`src/rtl/pipeline_control_if.sv`:
```
// Hazard inputs and latch controls exchanged between the pipeline datapath and its sequencer.
// master is the sequencer side; slave is the datapath side.
interface pipeline_control_if #(
  parameter int CNT_W = 32
);
  logic             ihit;
  logic             dhit;
  logic             exmem_dREN;
  logic             exmem_dWEN;
  logic             exmem_halt;
  logic             exmem_redirect;
  logic             idex_dREN;
  logic [4:0]       idex_rt;
  logic [4:0]       ifid_rs;
  logic [4:0]       ifid_rt;
  logic             pc_en;
  logic             ifid_stall;
  logic             ifid_flush;
  logic             idex_stall;
  logic             idex_flush;
  logic             exmem_stall;
  logic             exmem_flush;
  logic             memwb_flush;
  logic             halt;
  logic [CNT_W-1:0] stall_cycles;

  modport master (
    input  ihit, dhit, exmem_dREN, exmem_dWEN, exmem_halt, exmem_redirect,
           idex_dREN, idex_rt, ifid_rs, ifid_rt,
    output pc_en, ifid_stall, ifid_flush, idex_stall, idex_flush,
           exmem_stall, exmem_flush, memwb_flush, halt, stall_cycles
  );

  modport slave (
    output ihit, dhit, exmem_dREN, exmem_dWEN, exmem_halt, exmem_redirect,
           idex_dREN, idex_rt, ifid_rs, ifid_rt,
    input  pc_en, ifid_stall, ifid_flush, idex_stall, idex_flush,
           exmem_stall, exmem_flush, memwb_flush, halt, stall_cycles
  );
endinterface

```
`src/rtl/pipeline_control.sv`:
```
// Pipeline sequencer: per-latch stall/flush and PC enable from cache hits, load-use hazards,
// MEM-stage redirects and halt; FSM for data-memory waits and halt draining plus a stall counter.
module pipeline_control #(
  parameter int DRAIN_CYCLES = 2,
  parameter int CNT_W        = 32
) (
  input  logic                 CLK,
  input  logic                 nRST,
  pipeline_control_if.master   bus
);
  localparam logic [1:0] RUN     = 2'd0;
  localparam logic [1:0] MEMWAIT = 2'd1;
  localparam logic [1:0] HALTING = 2'd2;
  localparam logic [1:0] HALTED  = 2'd3;

  localparam int DRAIN_LOAD = (DRAIN_CYCLES < 1) ? 1 : DRAIN_CYCLES;
  localparam int DW         = $clog2(DRAIN_LOAD + 1);
  localparam logic [DW-1:0] DRAIN_INIT = DW'(DRAIN_LOAD);
  localparam logic [DW-1:0] DRAIN_LAST = DW'(1);

  // Control vector: {pc_en, ifid_stall, ifid_flush, idex_stall, idex_flush, exmem_stall, exmem_flush, memwb_flush}
  localparam logic [7:0] C_ADVANCE  = 8'b1000_0000;
  localparam logic [7:0] C_REDIRECT = 8'b1010_1010;
  localparam logic [7:0] C_LOADUSE  = 8'b0100_1000;
  localparam logic [7:0] C_IMISS    = 8'b0010_0000;
  localparam logic [7:0] C_DWAIT    = 8'b0101_0101;
  localparam logic [7:0] C_DRAIN    = 8'b0010_1010;
  localparam logic [7:0] C_HALTED   = 8'b0010_1011;

  logic [1:0]       state_reg, state_next;
  logic [DW-1:0]    drain_reg, drain_next;
  logic             halt_reg, halt_next;
  logic [CNT_W-1:0] stall_cnt_reg, stall_cnt_next;

  logic       mem_req;
  logic       lu_hazard;
  logic [7:0] flow_ctrl;
  logic [7:0] ctrl_sel;
  logic [7:0] ctrl_out;

  assign mem_req   = bus.exmem_dREN | bus.exmem_dWEN;
  assign lu_hazard = bus.idex_dREN & (bus.idex_rt != 5'd0) &
                     ((bus.idex_rt == bus.ifid_rs) | (bus.idex_rt == bus.ifid_rt));

  // Lower-priority RUN decisions, shared with the MEMWAIT release cycle.
  always_comb begin
    flow_ctrl = C_ADVANCE;
    if (bus.exmem_redirect)
      flow_ctrl = C_REDIRECT;
    else if (lu_hazard)
      flow_ctrl = C_LOADUSE;
    else if (!bus.ihit)
      flow_ctrl = C_IMISS;
  end

  always_comb begin
    ctrl_sel   = flow_ctrl;
    state_next = state_reg;
    drain_next = drain_reg;
    case (state_reg)
      RUN: begin
        if (bus.exmem_halt) begin
          ctrl_sel   = C_DRAIN;
          drain_next = DRAIN_INIT;
          state_next = HALTING;
        end else if (mem_req && !bus.dhit) begin
          ctrl_sel   = C_DWAIT;
          state_next = MEMWAIT;
        end
      end
      MEMWAIT: begin
        if (!bus.dhit)
          ctrl_sel = C_DWAIT;
        else
          state_next = RUN;
      end
      HALTING: begin
        ctrl_sel   = C_DRAIN;
        drain_next = drain_reg - 1'b1;
        if (drain_reg == DRAIN_LAST)
          state_next = HALTED;
      end
      default: ctrl_sel = C_HALTED;
    endcase
  end

  // A flush always wins over a hold on the same latch.
  always_comb begin
    ctrl_out    = ctrl_sel;
    ctrl_out[6] = ctrl_sel[6] & ~ctrl_sel[5];
    ctrl_out[4] = ctrl_sel[4] & ~ctrl_sel[3];
    ctrl_out[2] = ctrl_sel[2] & ~ctrl_sel[1];
  end

  always_comb begin
    halt_next      = halt_reg | (state_next == HALTED);
    stall_cnt_next = stall_cnt_reg;
    if (((state_reg == RUN) || (state_reg == MEMWAIT)) && !ctrl_out[7] && (stall_cnt_reg != '1))
      stall_cnt_next = stall_cnt_reg + 1'b1;
  end

  always_ff @(posedge CLK or negedge nRST) begin
    if (!nRST) begin
      state_reg     <= RUN;
      drain_reg     <= '0;
      halt_reg      <= 1'b0;
      stall_cnt_reg <= '0;
    end else begin
      state_reg     <= state_next;
      drain_reg     <= drain_next;
      halt_reg      <= halt_next;
      stall_cnt_reg <= stall_cnt_next;
    end
  end

  assign bus.pc_en        = ctrl_out[7];
  assign bus.ifid_stall   = ctrl_out[6];
  assign bus.ifid_flush   = ctrl_out[5];
  assign bus.idex_stall   = ctrl_out[4];
  assign bus.idex_flush   = ctrl_out[3];
  assign bus.exmem_stall  = ctrl_out[2];
  assign bus.exmem_flush  = ctrl_out[1];
  assign bus.memwb_flush  = ctrl_out[0];
  assign bus.halt         = halt_reg;
  assign bus.stall_cycles = stall_cnt_reg;
endmodule

```
`src/flat_wrapper.sv`:
```
// flat-port wrapper written by rule: the top's interface ports become plain ports
module pipeline_control_flat 
#(
  parameter int DRAIN_CYCLES = 2,
  parameter int CNT_W        = 32
)
  (CLK, nRST, bus_ihit, bus_dhit, bus_exmem_dREN, bus_exmem_dWEN, bus_exmem_halt, bus_exmem_redirect, bus_idex_dREN, bus_idex_rt, bus_ifid_rs, bus_ifid_rt, bus_pc_en, bus_ifid_stall, bus_ifid_flush, bus_idex_stall, bus_idex_flush, bus_exmem_stall, bus_exmem_flush, bus_memwb_flush, bus_halt, bus_stall_cycles);
  pipeline_control_if #(.CNT_W(CNT_W)) bus_i ();
  input  logic CLK;
  input  logic nRST;
  input wire logic [$bits(bus_i.ihit)-1:0] bus_ihit;
  input wire logic [$bits(bus_i.dhit)-1:0] bus_dhit;
  input wire logic [$bits(bus_i.exmem_dREN)-1:0] bus_exmem_dREN;
  input wire logic [$bits(bus_i.exmem_dWEN)-1:0] bus_exmem_dWEN;
  input wire logic [$bits(bus_i.exmem_halt)-1:0] bus_exmem_halt;
  input wire logic [$bits(bus_i.exmem_redirect)-1:0] bus_exmem_redirect;
  input wire logic [$bits(bus_i.idex_dREN)-1:0] bus_idex_dREN;
  input wire logic [$bits(bus_i.idex_rt)-1:0] bus_idex_rt;
  input wire logic [$bits(bus_i.ifid_rs)-1:0] bus_ifid_rs;
  input wire logic [$bits(bus_i.ifid_rt)-1:0] bus_ifid_rt;
  output wire logic [$bits(bus_i.pc_en)-1:0] bus_pc_en;
  output wire logic [$bits(bus_i.ifid_stall)-1:0] bus_ifid_stall;
  output wire logic [$bits(bus_i.ifid_flush)-1:0] bus_ifid_flush;
  output wire logic [$bits(bus_i.idex_stall)-1:0] bus_idex_stall;
  output wire logic [$bits(bus_i.idex_flush)-1:0] bus_idex_flush;
  output wire logic [$bits(bus_i.exmem_stall)-1:0] bus_exmem_stall;
  output wire logic [$bits(bus_i.exmem_flush)-1:0] bus_exmem_flush;
  output wire logic [$bits(bus_i.memwb_flush)-1:0] bus_memwb_flush;
  output wire logic [$bits(bus_i.halt)-1:0] bus_halt;
  output wire logic [$bits(bus_i.stall_cycles)-1:0] bus_stall_cycles;
  assign bus_i.ihit = bus_ihit;
  assign bus_i.dhit = bus_dhit;
  assign bus_i.exmem_dREN = bus_exmem_dREN;
  assign bus_i.exmem_dWEN = bus_exmem_dWEN;
  assign bus_i.exmem_halt = bus_exmem_halt;
  assign bus_i.exmem_redirect = bus_exmem_redirect;
  assign bus_i.idex_dREN = bus_idex_dREN;
  assign bus_i.idex_rt = bus_idex_rt;
  assign bus_i.ifid_rs = bus_ifid_rs;
  assign bus_i.ifid_rt = bus_ifid_rt;
  assign bus_pc_en = bus_i.pc_en;
  assign bus_ifid_stall = bus_i.ifid_stall;
  assign bus_ifid_flush = bus_i.ifid_flush;
  assign bus_idex_stall = bus_i.idex_stall;
  assign bus_idex_flush = bus_i.idex_flush;
  assign bus_exmem_stall = bus_i.exmem_stall;
  assign bus_exmem_flush = bus_i.exmem_flush;
  assign bus_memwb_flush = bus_i.memwb_flush;
  assign bus_halt = bus_i.halt;
  assign bus_stall_cycles = bus_i.stall_cycles;
  pipeline_control #(.DRAIN_CYCLES(DRAIN_CYCLES), .CNT_W(CNT_W)) u_core (.CLK(CLK), .nRST(nRST), .bus(bus_i));
endmodule
```
`config.mk`:
```
export PLATFORM = sky130hd
export DESIGN_NAME = pipeline_control_flat
export DESIGN_NICKNAME = d
export VERILOG_FILES = /design/src/rtl/pipeline_control_if.sv /design/src/rtl/pipeline_control.sv /design/src/flat_wrapper.sv
export SDC_FILE = /design/constraint.sdc
export NUM_CORES = 1
export LEC_CHECK = 0
export CORE_UTILIZATION = 40
export CTS_CLUSTER_SIZE = 40
export DETAILED_ROUTE_END_ITERATION = 10
export PLACE_DENSITY = 0.73
export SKIP_CTS_REPAIR_TIMING = 1
export SYNTH_ARGS = -nofsm -noshare
export SYNTH_HDL_FRONTEND = slang
export SYNTH_SLANG_ARGS = --single-unit
```
`constraint.sdc`:
```
create_clock -name CLK -period 5 [get_ports CLK]
set_input_delay 1.25 -clock CLK [delete_from_list [all_inputs] [get_ports CLK]]
set_output_delay 1.25 -clock CLK [all_outputs]
set_load 0.1 [all_outputs]
```
==> results.txt, run 1 <==
Summed over all instances, the cell type with the most area after synthesis is sky130_fd_sc_hd__dfrtp_1. The design internal power came out at about 570 uW. After Yosys synthesis, full adders, half adders and majority gates account for 1.20% of the synthesized area. Tracing the worst setup path back leads to its startpoint at bus_idex_rt[0]. The height of the die came out at 74.1 um. On the worst path, the slowest cell contributes a delay of 530 ps.

The critical path crosses 7 cells after its start point. For the final routed database, the setup TNS stands at 0 ps. The worst-skew pair later-pin latency came out at 290 ps. The number of distinct standard cells referenced by the synthesized netlist came out at 34. At the worst endpoint, the arrival time is around 3200 ps. The layout-stage area growth over the synthesis result is 39.0%. The total nets after synthesis is roughly 240. For this run the aggregate overflow at the end of global routing stands at 0. The worst-case reg-to-reg path depth is 6. The net load switching power is 319 uW. The synthesis warning total came out at 0. The share of the synthesized area in the top cell type is 44.6%. The areal power density over the cells came out at 308 nW/um2. IR analysis of the VDD net gives a maximum drop of 0.385 mV. The number of antenna violations at the first check in global routing is 0. The iteration count of the initial detailed-routing pass came out at 4. The worst hold path belongs to the class reg2reg. Counting flops with a built-in enable in the synthesized netlist gives 0. Of the cells placed in the final design, the portion with a size suffix greater than 1 is 9.22%. The capture point of the worst path is bus_ifid_flush. The average size of a mapped cell came out at approximately 9.6 um2.

The buffer cell driving the clock tree root is sky130_fd_sc_hd__clkbuf_8. Routed signal wires occupy layers up through met4. The register bit count reported by yosys is 37. The timing-limited maximum frequency is ~220 MHz. The synthesized instance count came out at ~220. The first routing iteration left 90 violations. The first global-routing pass estimated 7720 um of wire. The switching portion of total power came out at 35.9%. The run finished with clean final reports.

The startpoint identified for the worst hold timing path is u_core.bus.halt$_DFF_PN0_. The number of violations of the max-capacitance limit came out at 0. The routed wire length per instance is about 13 um. The simple-gate portion of the synthesized area is 29.2%. The signal on the critical path passes through clkdlybuf4s50_1 -> or4_1 -> o21ai_0 -> nand2b_1 -> a21oi_1 -> o21ai_1 -> buf_12. The clock slew at the register clock pins of the worst setup and hold paths came out at 70 ps. The hold violation count in the final report is 0.

The CTS buffer count came out at 5. Setup repair after global routing left no endpoint under its margin. The post-detailed-route DRC marker count is 0. The worst reg-to-reg setup slack is 2140 ps. The overall global routing resource usage came out at 18.4%. The endpoint required time on the critical path is 3750 ps. The floorplan step defined a core boundary enclosing 4850 um2.

In this run the critical register-to-register path is launched from u_core.bus.stall_cycles[9]$_DFFE_PN0P_. Sequential cells burn 39.4% of the power. Dividing the detail-routed via count by the number of cells gives 5.10. The number of antenna-violating nets in the routed design came out at 0. Broken down by cell family, the worst path's largest delay share belongs to simple AND/OR/NAND/NOR gates.

For the pin with the worst max-slew slack, the measured transition is 1020 ps. Multiplexer cells account for 0.542% of the synthesized area. The width of the chip came out at 74.1 um.

The site row count is 25. The fraction of the mapped netlist area in compound gates came out at around 4%. The detailed-route via count is 1781. The CTS tree is built. For this configuration, the core starts out at a cell density of 42.8%. The worst register-to-register path ends at u_core.bus.stall_cycles[17]$_DFFE_PN0P_. Summing the areas of all xor and xnor instances in the mapped netlist gives between 10% and 20% of the synthesized area. The I/O pin total is 65. STA classifies the critical path startpoint as an input pin. Sorting the synthesized cells by area gives the leading types as sky130_fd_sc_hd__dfrtp_1, sky130_fd_sc_hd__xnor2_1, sky130_fd_sc_hd__nand3_1.

The sequential share of the synthesized area came out at 44.6%. By area, the combinational part of the netlist is dominated by simple AND/OR/NAND/NOR gates. The die footprint came out at 5480 um2. The H-tree generated during clock tree synthesis spans 2 levels. STA classifies the critical path endpoint as a primary output.

The estimated wirelength of the detail-placed design is 3360 um. The worst setup path is of the in2out kind. The final critical delay including setup and external delays is approximately 4500 ps. The number of flip-flops under the largest register name is 32. The number of nets in the layout is 307.

The routed design uses between 2000 and 2500 um of met2 wire. The clock network accounts for a little under a third of the total power. The sum of met3 wire segment lengths after detailed routing came out at 162 um. The pin count of the biggest net entering global routing came out at 38. The routed design has 4650 um of wire. The number of inserted diodes is 0. The buffer levels on the longest clock path came out at 2. The final setup violation count came out at 0. The number of buffer and inverter stages on the critical path came out at 2. The most used flip-flop cell after synthesis is sky130_fd_sc_hd__dfrtp_1. The final setup skew came out at slightly above 4 ps. The number of pins exceeding their max-slew limit in the final report came to 0. Summing every instance area after synthesis gives 2080 um2.

The number of port buffers came out at 64. On the critical path, the stage with the largest delay is an instance of sky130_fd_sc_hd__or4_1. The total power came out at 888 uW. CTS saw 37 sinks. The maximum fanout along the worst path came out at 4. The reported leakage power came out at 0.00112 uW. The total routed wire length on the met1 layer is 2140 um.

The final RePlAce weighted congestion is 0.771. Combinational cells account for 30.6% of the total power. The fraction of registers with async set/reset is 100%.

The number of global-route vias before repair came out at ~1600. The worst slew margin relative to its limit came out at 32.1%. The period utilization is 89.5%.
[worst register-to-register path, cell delays in order, from the launching register on]
cell and delay (ps):
sky130_fd_sc_hd__dfrtp_1 440, sky130_fd_sc_hd__and4_1 300, sky130_fd_sc_hd__nand3_1 260, sky130_fd_sc_hd__or4_1 560
sky130_fd_sc_hd__nor4b_4 780, sky130_fd_sc_hd__nand4_1 210, sky130_fd_sc_hd__xnor2_1 190
[cells in the final DEF (no fill, tap or decap), types with 2 or more instances in the layout]
| cell | netlist | routed |
|---|---|---|
| sky130_fd_sc_hd__a21oi_1 | 2 | 2 |
| sky130_fd_sc_hd__and3_1 | 6 | 6 |
| sky130_fd_sc_hd__and4_1 | 3 | 3 |
| sky130_fd_sc_hd__buf_12 | 0 | 2 |
| sky130_fd_sc_hd__buf_4 | 0 | 6 |
| sky130_fd_sc_hd__clkbuf_8 | 0 | 6 |
| sky130_fd_sc_hd__clkdlybuf4s50_1 | 0 | 55 |
| sky130_fd_sc_hd__dfrtp_1 | 37 | 37 |
| sky130_fd_sc_hd__ha_1 | 2 | 2 |
| sky130_fd_sc_hd__inv_1 | 8 | 8 |
| sky130_fd_sc_hd__nand2_1 | 15 | 15 |
| sky130_fd_sc_hd__nand2b_1 | 3 | 3 |
| sky130_fd_sc_hd__nand3_1 | 23 | 23 |
| sky130_fd_sc_hd__nand3_2 | 5 | 5 |
| sky130_fd_sc_hd__nand4_1 | 13 | 13 |
| sky130_fd_sc_hd__nor2_1 | 17 | 17 |
| sky130_fd_sc_hd__nor2b_1 | 2 | 2 |
| sky130_fd_sc_hd__nor3_1 | 8 | 7 |
| sky130_fd_sc_hd__nor4_1 | 4 | 4 |
| sky130_fd_sc_hd__o21ai_0 | 7 | 5 |
| sky130_fd_sc_hd__o21ai_1 | 0 | 2 |
| sky130_fd_sc_hd__or4_1 | 2 | 2 |
| sky130_fd_sc_hd__xnor2_1 | 41 | 41 |
[area by class of cell]
type | instances | area [um2]
fill | 434 | 1960
multi-input combinational | 165 | 1090
sequential | 37 | 926
timing repair buffer | 64 | 641
clock buffer | 7 | 86.3
tap | 67 | 83.8
clock inverter | 1 | 30.0
inverter | 8 | 30.0
[cells in the mapped netlist (2+ instances only)]
cell                       count
sky130_fd_sc_hd__nor2b_1       2
sky130_fd_sc_hd__nand3_2       5
sky130_fd_sc_hd__nor3_1        8
sky130_fd_sc_hd__nand2b_1      3
sky130_fd_sc_hd__xnor2_1      41
sky130_fd_sc_hd__nand4_1      13
sky130_fd_sc_hd__nand3_1      23
sky130_fd_sc_hd__and3_1        6
sky130_fd_sc_hd__nor4_1        4
sky130_fd_sc_hd__buf_2         2
sky130_fd_sc_hd__inv_1         8
sky130_fd_sc_hd__or4_1         2
sky130_fd_sc_hd__o21ai_0       7
sky130_fd_sc_hd__dfrtp_1      37
sky130_fd_sc_hd__a21oi_1       2
sky130_fd_sc_hd__ha_1          2
sky130_fd_sc_hd__and4_1        3
sky130_fd_sc_hd__buf_1         3
sky130_fd_sc_hd__nor2_1       17
sky130_fd_sc_hd__nand2_1      15
[metrics by stage]
stage | hold WS [ps] | utilization (%) | std cells | setup slack [ps] | cell area (um2)
6_report | 472 | 59.5 | 349 | 527 | 2890
5_1_grt | 483 | 59.5 | 349 | 429 | 2890
4_1_cts | 472 | 59.5 | 349 | 528 | 2890
3_5_place_dp | 454 | 57.1 | 341 | 531 | 2770
3_3_place_gp | 452 | 57.1 | 341 | 621 | 2770
2_1_floorplan | 457 | - | 217 | 209 | 2080
[logic make-up after synthesis]
kind of cell    after synthesis
xor+xnor                     41
fa+ha+maj                     2
simple gates                107
compound gates               14
mux                           1
buf+inv                      15
flops                        37
[metal layers]
layer  vias to the layer above  global-route usage [%]
met5                         -                       0
met4                         0                    8.33
met3                        12                    4.61
met2                        41                    29.5
met1                       839                    23.4
li1                        889                       -
[worst min path at each step]
stage / end / slack (ps) / depth (start not counted)
final: u_core.bus.halt$_DFF_PN0_ / 470 / 1
after global routing: u_core.bus.halt$_DFF_PN0_ / 480 / 1
after CTS: u_core.bus.halt$_DFF_PN0_ / 470 / 1
after detailed placement: u_core.bus.halt$_DFF_PN0_ / 450 / 1
after global placement: u_core.bus.halt$_DFF_PN0_ / 450 / 1
after floorplan: u_core.drain_reg[0]$_DFFE_PN0P_ / 460 / 1
[power by group through the flow]
stage / Combinational [uW] / Sequential [uW] / Clock (uW)
final: 272 / 350 / 266
after global placement: 271 / 356 / 0
after floorplan: 115 / 435 / 0
after global routing: 291 / 355 / 289
after detailed placement: 273 / 355 / 0
after CTS: 274 / 350 / 273
(Power assumes the default switching activity.)
==> run 2: changes to the inputs <==
- GPL_ROUTABILITY_DRIVEN: not set -> 0
- clock period: 5 -> 5.8 ns (I/O delays scaled with it)
==> results.txt, run 2 (same netlist as run 1, synthesis figures left out) <==
The overall global routing resource usage came out at 18.6%. The reported leakage power is 0.00111 uW. The run finished with clean final reports. The number of flip-flops under the largest register name is 32. The core region is roughly 4800 um2. The layout cell share with drive strength beyond 1 is 9.57%. For the pin with the worst max-slew slack, the measured transition is 1010 ps. Along the worst path, the maximum fanout reaches 4. The clock slew at the register clock pins of the worst setup and hold paths came out at about 80 ps. The site row count came out at 25. The number of placed instances with taps included came out at between 300 and 400. The die footprint is 5480 um2. The number of global-route vias before repair is 1675. The layout-stage area growth over the synthesis result is 38.0%.

The endpoint required time on the critical path came out at 4350 ps. The first-pass GRT wire length came out at 7770 um. The worst slew margin relative to its limit came out at between 30% and 40%. The number of violations reported at the end of detailed-routing iteration 0 came out at between 100 and 150. The number of antenna violations at the first check in global routing is 0. The worst-skew pair later-pin latency is 300 ps.

Leaving out fill and tap cells, the most frequent cell in the layout is sky130_fd_sc_hd__clkdlybuf4s50_1. The post-detailed-route DRC marker count came out at 0. The category of the critical setup timing path is in2out. The timing-limited maximum frequency came out at 205 MHz.

The number of violations of the max-capacitance limit is 0. Before antenna repair, the detailed router went through 4 iterations. The placed standard-cell area is 2750 um2. The clock period could shrink to 4880 ps. The root buffer cell chosen for the clock tree is sky130_fd_sc_hd__clkbuf_8. TritonCTS created 5 clock buffers. The finished layout holds 349 standard cells, fillers aside. The number of port buffers is 64. On the critical path, the stage with the largest delay is an instance of sky130_fd_sc_hd__or4_1.

The maximum vdd drop is 0.350 mV. The initial cell density of the core is 42.8%. The detailed-route via count came out at 1814. The number of pins exceeding their max-slew limit in the final report came out at 0. The number of antenna-violating nets in the routed design is 0. The hold violation count in the final report came out at 0.

The estimated wirelength of the detail-placed design is 3370 um. Clock skew on the completed layout was measured at roughly 13 ps. The floorplan step set the die height to between 70 and 80 um. The worst hold slack after final layout is 481 ps. Leaving out fill and tap cells, the most frequent cells in the layout are sky130_fd_sc_hd__clkdlybuf4s50_1, sky130_fd_sc_hd__xnor2_1, sky130_fd_sc_hd__dfrtp_1, sky130_fd_sc_hd__nand3_1, sky130_fd_sc_hd__nor2_1.

The total number of H-tree levels came out at 2. The number of antenna diodes in the final layout is 0. The average via count per standard cell is 5.20. The path class of the tightest hold or removal check is reg2reg. The worst setup path is launched from an input pin.

The areal power density over the cells is 269 nW/um2. The die is around 74 um wide. The critical path goes through clkdlybuf4s50_1 -> or4_1 -> o21ai_0 -> nand2b_1 -> a21oi_1 -> nor3_2 -> buf_4.

The remaining global-route overflow came out at 0. The routed wire length per instance is 13.5 um. The buffer levels on the longest clock path is 2. STA classifies the critical path endpoint as a primary output. The I/O pin total is 65.

Setup repair after global routing left no endpoint under its margin. The final setup violation count came out at 0. The total length of routed wires came out at 4700 um.

At the end of the flow, the number of nets in the layout was 307. The delay of the slowest cell on the worst path came out at about 540 ps. TritonCTS built the clock tree. The number of clock sinks seen by CTS is 37. The pin count of the biggest net entering global routing came out at 38.

The period utilization is 84.1%. The arrival time at the worst endpoint is 3430 ps. In the final timing run, aggregate negative setup slack is 0 ps. The design area came out at 2870 um2.
## run 2: final cells by class
cell class	count	area, um2
Timing Repair Buffer	64	616
Multi-Input combinational cell	165	1090
Clock buffer	6	82.6
Clock inverter	2	37.5
Fill cell	432	1980
Inverter	8	30.0
Sequential cell	37	926
Tap cell	67	83.8
## run 2: worst paths after layout
path / from / to / slack (ps) / cells past startpoint
worst min-delay path: u_core.bus.halt$_DFF_PN0_ / u_core.bus.halt$_DFF_PN0_ / 480 / 1
min in group asynchronous: nRST / u_core.bus.stall_cycles[31]$_DFFE_PN0P_ / 1240 / 1
worst max-delay path: bus_idex_rt[0] / bus_pc_en / 920 / 7
max in group asynchronous: nRST / u_core.bus.stall_cycles[1]$_DFFE_PN0P_ / 4050 / 1
worst min register to register: u_core.bus.halt$_DFF_PN0_ / u_core.bus.halt$_DFF_PN0_ / 480 / 1
worst max register to register: u_core.bus.stall_cycles[9]$_DFFE_PN0P_ / u_core.bus.stall_cycles[19]$_DFFE_PN0P_ / 2850 / 6
## run 2: routing by layer
| layer | GRT usage (%) | wire length, um | vias up |
|---|---|---|---|
| met1 | 24.4 | 2200 | 884 |
| met5 | 0 | 0 | - |
| met3 | 3.66 | 132 | 7 |
| li1 | - | - | 889 |
| met4 | 6.84 | 64 | 0 |
| met2 | 30.4 | 2300 | 34 |
## run 2: critical path: cells and delay by family
family | cells | cell delay (ps)
AOI/OAI and AO/OA | 2 | 300
and+or+nand+nor | 3 | 880
buffers and inverters | 2 | 800
## run 2: per-stage QoR
stage	worst slack [ps]	util (%)	total power [uW]
3_3_place_gp	1030	56.6	540
3_5_place_dp	931	56.6	542
4_1_cts	936	59.1	776
2_1_floorplan	149	-	474
6_report	922	59.1	769
5_1_grt	821	59.1	804
## run 2: report_power, final
part           switching (uW)  leakage [uW]  total, uW  internal, uW
Combinational             162      0.000561        233          70.2
Sequential               24.1      0.000492        303           279
Clock                    93.9     0.0000574        234           140
==> run 3: changes to the inputs <==
- PLACE_DENSITY: 0.73 -> 0.76
- clock period: 5.8 -> 4 ns (I/O delays scaled with it)
==> results.txt, run 3 (same netlist as run 1, synthesis figures left out) <==
The final total negative setup slack is 0 ps. The number of antenna violations at the first check in global routing was 0. The pin count of the biggest net entering global routing came out at 38. The worst-skew pair later-pin latency came out at 280 ps. The total length of routed wires came out at 4760 um.

The worst path in the final design needs a cycle of 3880 ps, including I/O delays and setup. The maximum vdd drop came out at 0.405 mV. The number of nets in the layout is 308. The final setup skew is 4.97 ps. The final worst slack came out at 119 ps. The detailed-route via count came out at 1798.

The worst slew margin relative to its limit came out at about 33%. Timing analysis after detailed placement gives a worst setup slack of a little under 90 ps. The reported leakage power is ~0.0011 uW. The number of clock sinks seen by CTS is 37. The category of the critical setup timing path is in2out. The layout-stage area growth over the synthesis result is 40.7%. The number of violations of the max-capacitance limit came out at 0.

In this run the power density over the cells is 354 nW/um2. The critical path capture point type is a primary output. The pre-antenna-repair detailed-routing pass consisted of 4 iterations. The number of flip-flops under the largest register name came out at 32. The delay of the slowest cell on the worst path is 540 ps.

Global routing finished with a remaining overflow of 0. The period utilization came out at between 90% and 100%. The number of inserted diodes is 0. The arrival time at the worst endpoint is 2880 ps.

The CTS tree is built. The total power came out at 1030 uW. The width of the chip came out at 74.1 um.

At the worst endpoint, the required time is 3000 ps. The height of the die came out at roughly 74 um. Buffers inserted during clock tree synthesis total 5. The critical path goes through clkdlybuf4s50_1 -> or4_1 -> o21ai_0 -> nand2b_1 -> a21oi_1 -> nor3_4 -> buf_12. The site row count came out at 25. The hold violation count in the final report is 0. STA classifies the critical path startpoint as an input pin. The first-pass GRT wire length came out at 7920 um.

Setup repair after global routing left no endpoint under its margin. The number of pins exceeding their max-slew limit in the final report is 0. The layout cell share with drive strength beyond 1 came out at between 10% and 20%.

The layout filler cell count came out at 424. The number of global-route vias before repair is 1652. The estimated wirelength of the detail-placed design is 3600 um. Leaving out fill and tap cells, the most frequent cell in the layout is sky130_fd_sc_hd__clkdlybuf4s50_1.

The final setup violation count is 0. The average via count per standard cell is 5.14. For this run, design rule violations remaining after detail routing come to 0. The worst register-to-register path has a setup slack of 1100 ps.

The buffer levels on the longest clock path is 2. The initial cell density of the core came out at between 40% and 50%. The path class of the tightest hold or removal check is reg2reg.

The number of antenna-violating nets in the routed design came out at 0. The I/O pin total came out at 65. The timing-limited maximum frequency came out at 258 MHz. The slew at the pin closest to its max-slew limit is 1010 ps.

The clock slew at the register clock pins of the worst setup and hold paths is around 70 ps. The die footprint is 5480 um2. In this run the tool buffered the top-level ports with 64 buffer cells. On the critical path, the stage with the largest delay is an instance of sky130_fd_sc_hd__or4_1. The buffer cell driving the clock tree root is sky130_fd_sc_hd__clkbuf_8.

The total area inside the core boundary comes to 4850 um2. The total number of H-tree levels came out at 2. In this run the worst path has a maximum fanout of 4.

The number of violations reported at the end of detailed-routing iteration 0 came out at 93. The flow ran to the end, and the final reports show no timing, DRC or antenna violations. The overall global routing resource usage is 18.5%.

The routed wire length per instance is roughly 14 um. The top cell types in the final layout, fill and taps aside, are sky130_fd_sc_hd__clkdlybuf4s50_1, sky130_fd_sc_hd__xnor2_1, sky130_fd_sc_hd__dfrtp_1, sky130_fd_sc_hd__nand3_1, sky130_fd_sc_hd__nor2_1.
## run 3: area by class of cell
type	count	area, um2	area share (%)
Clock buffer	6	72.6	2.48
Clock inverter	2	10.0	0.342
Inverter	8	30.0	1.03
Multi-Input combinational cell	165	1100	37.7
Sequential cell	37	926	31.7
Tap cell	67	83.8	2.87
Timing Repair Buffer	65	698	23.9
## run 3: worst paths after layout
kind / startpoint / endpoint / depth (start not counted)
setup / recovery: bus_idex_rt[0] / bus_pc_en / 7
min in group asynchronous: nRST / u_core.drain_reg[0]$_DFFE_PN0P_ / 1
setup reg to reg: u_core.bus.stall_cycles[9]$_DFFE_PN0P_ / u_core.bus.stall_cycles[17]$_DFFE_PN0P_ / 6
hold reg to reg: u_core.bus.halt$_DFF_PN0_ / u_core.bus.halt$_DFF_PN0_ / 1
hold / removal: u_core.bus.halt$_DFF_PN0_ / u_core.bus.halt$_DFF_PN0_ / 1
max in group asynchronous: nRST / u_core.bus.stall_cycles[5]$_DFFE_PN0P_ / 1
## run 3: power breakdown
part,total [uW],switching (uW),internal (uW)
logic,349,241,109
registers,439,34.5,405
clock network,246,125,121
total,1030,400,634
## run 3: through the flow
stage / utilization, % / hold slack (ps) / cells / instance area, um2
2_1_floorplan: - / 457 / 217 / 2090
3_3_place_gp: 58.5 / 454 / 342 / 2840
3_5_place_dp: 58.5 / 460 / 342 / 2840
4_1_cts: 60.2 / 483 / 350 / 2920
5_1_grt: 60.3 / 496 / 350 / 2920
6_report: 60.3 / 482 / 350 / 2920
## run 3: metal layers
layer,GRT usage [%],routed length (um),vias up
li1,-,-,890
met3,3.79,164,2
met5,0,0,-
met2,30.7,2360,39
met4,2.35,12,0
met1,25.8,2220,867
## run 3: critical path: cells and delay by family
| kind | cells | cell delay [ps] |
|---|---|---|
| and+or+nand+nor | 3 | 890 |
| buffers and inverters | 2 | 670 |
| AOI/OAI and AO/OA | 2 | 320 |
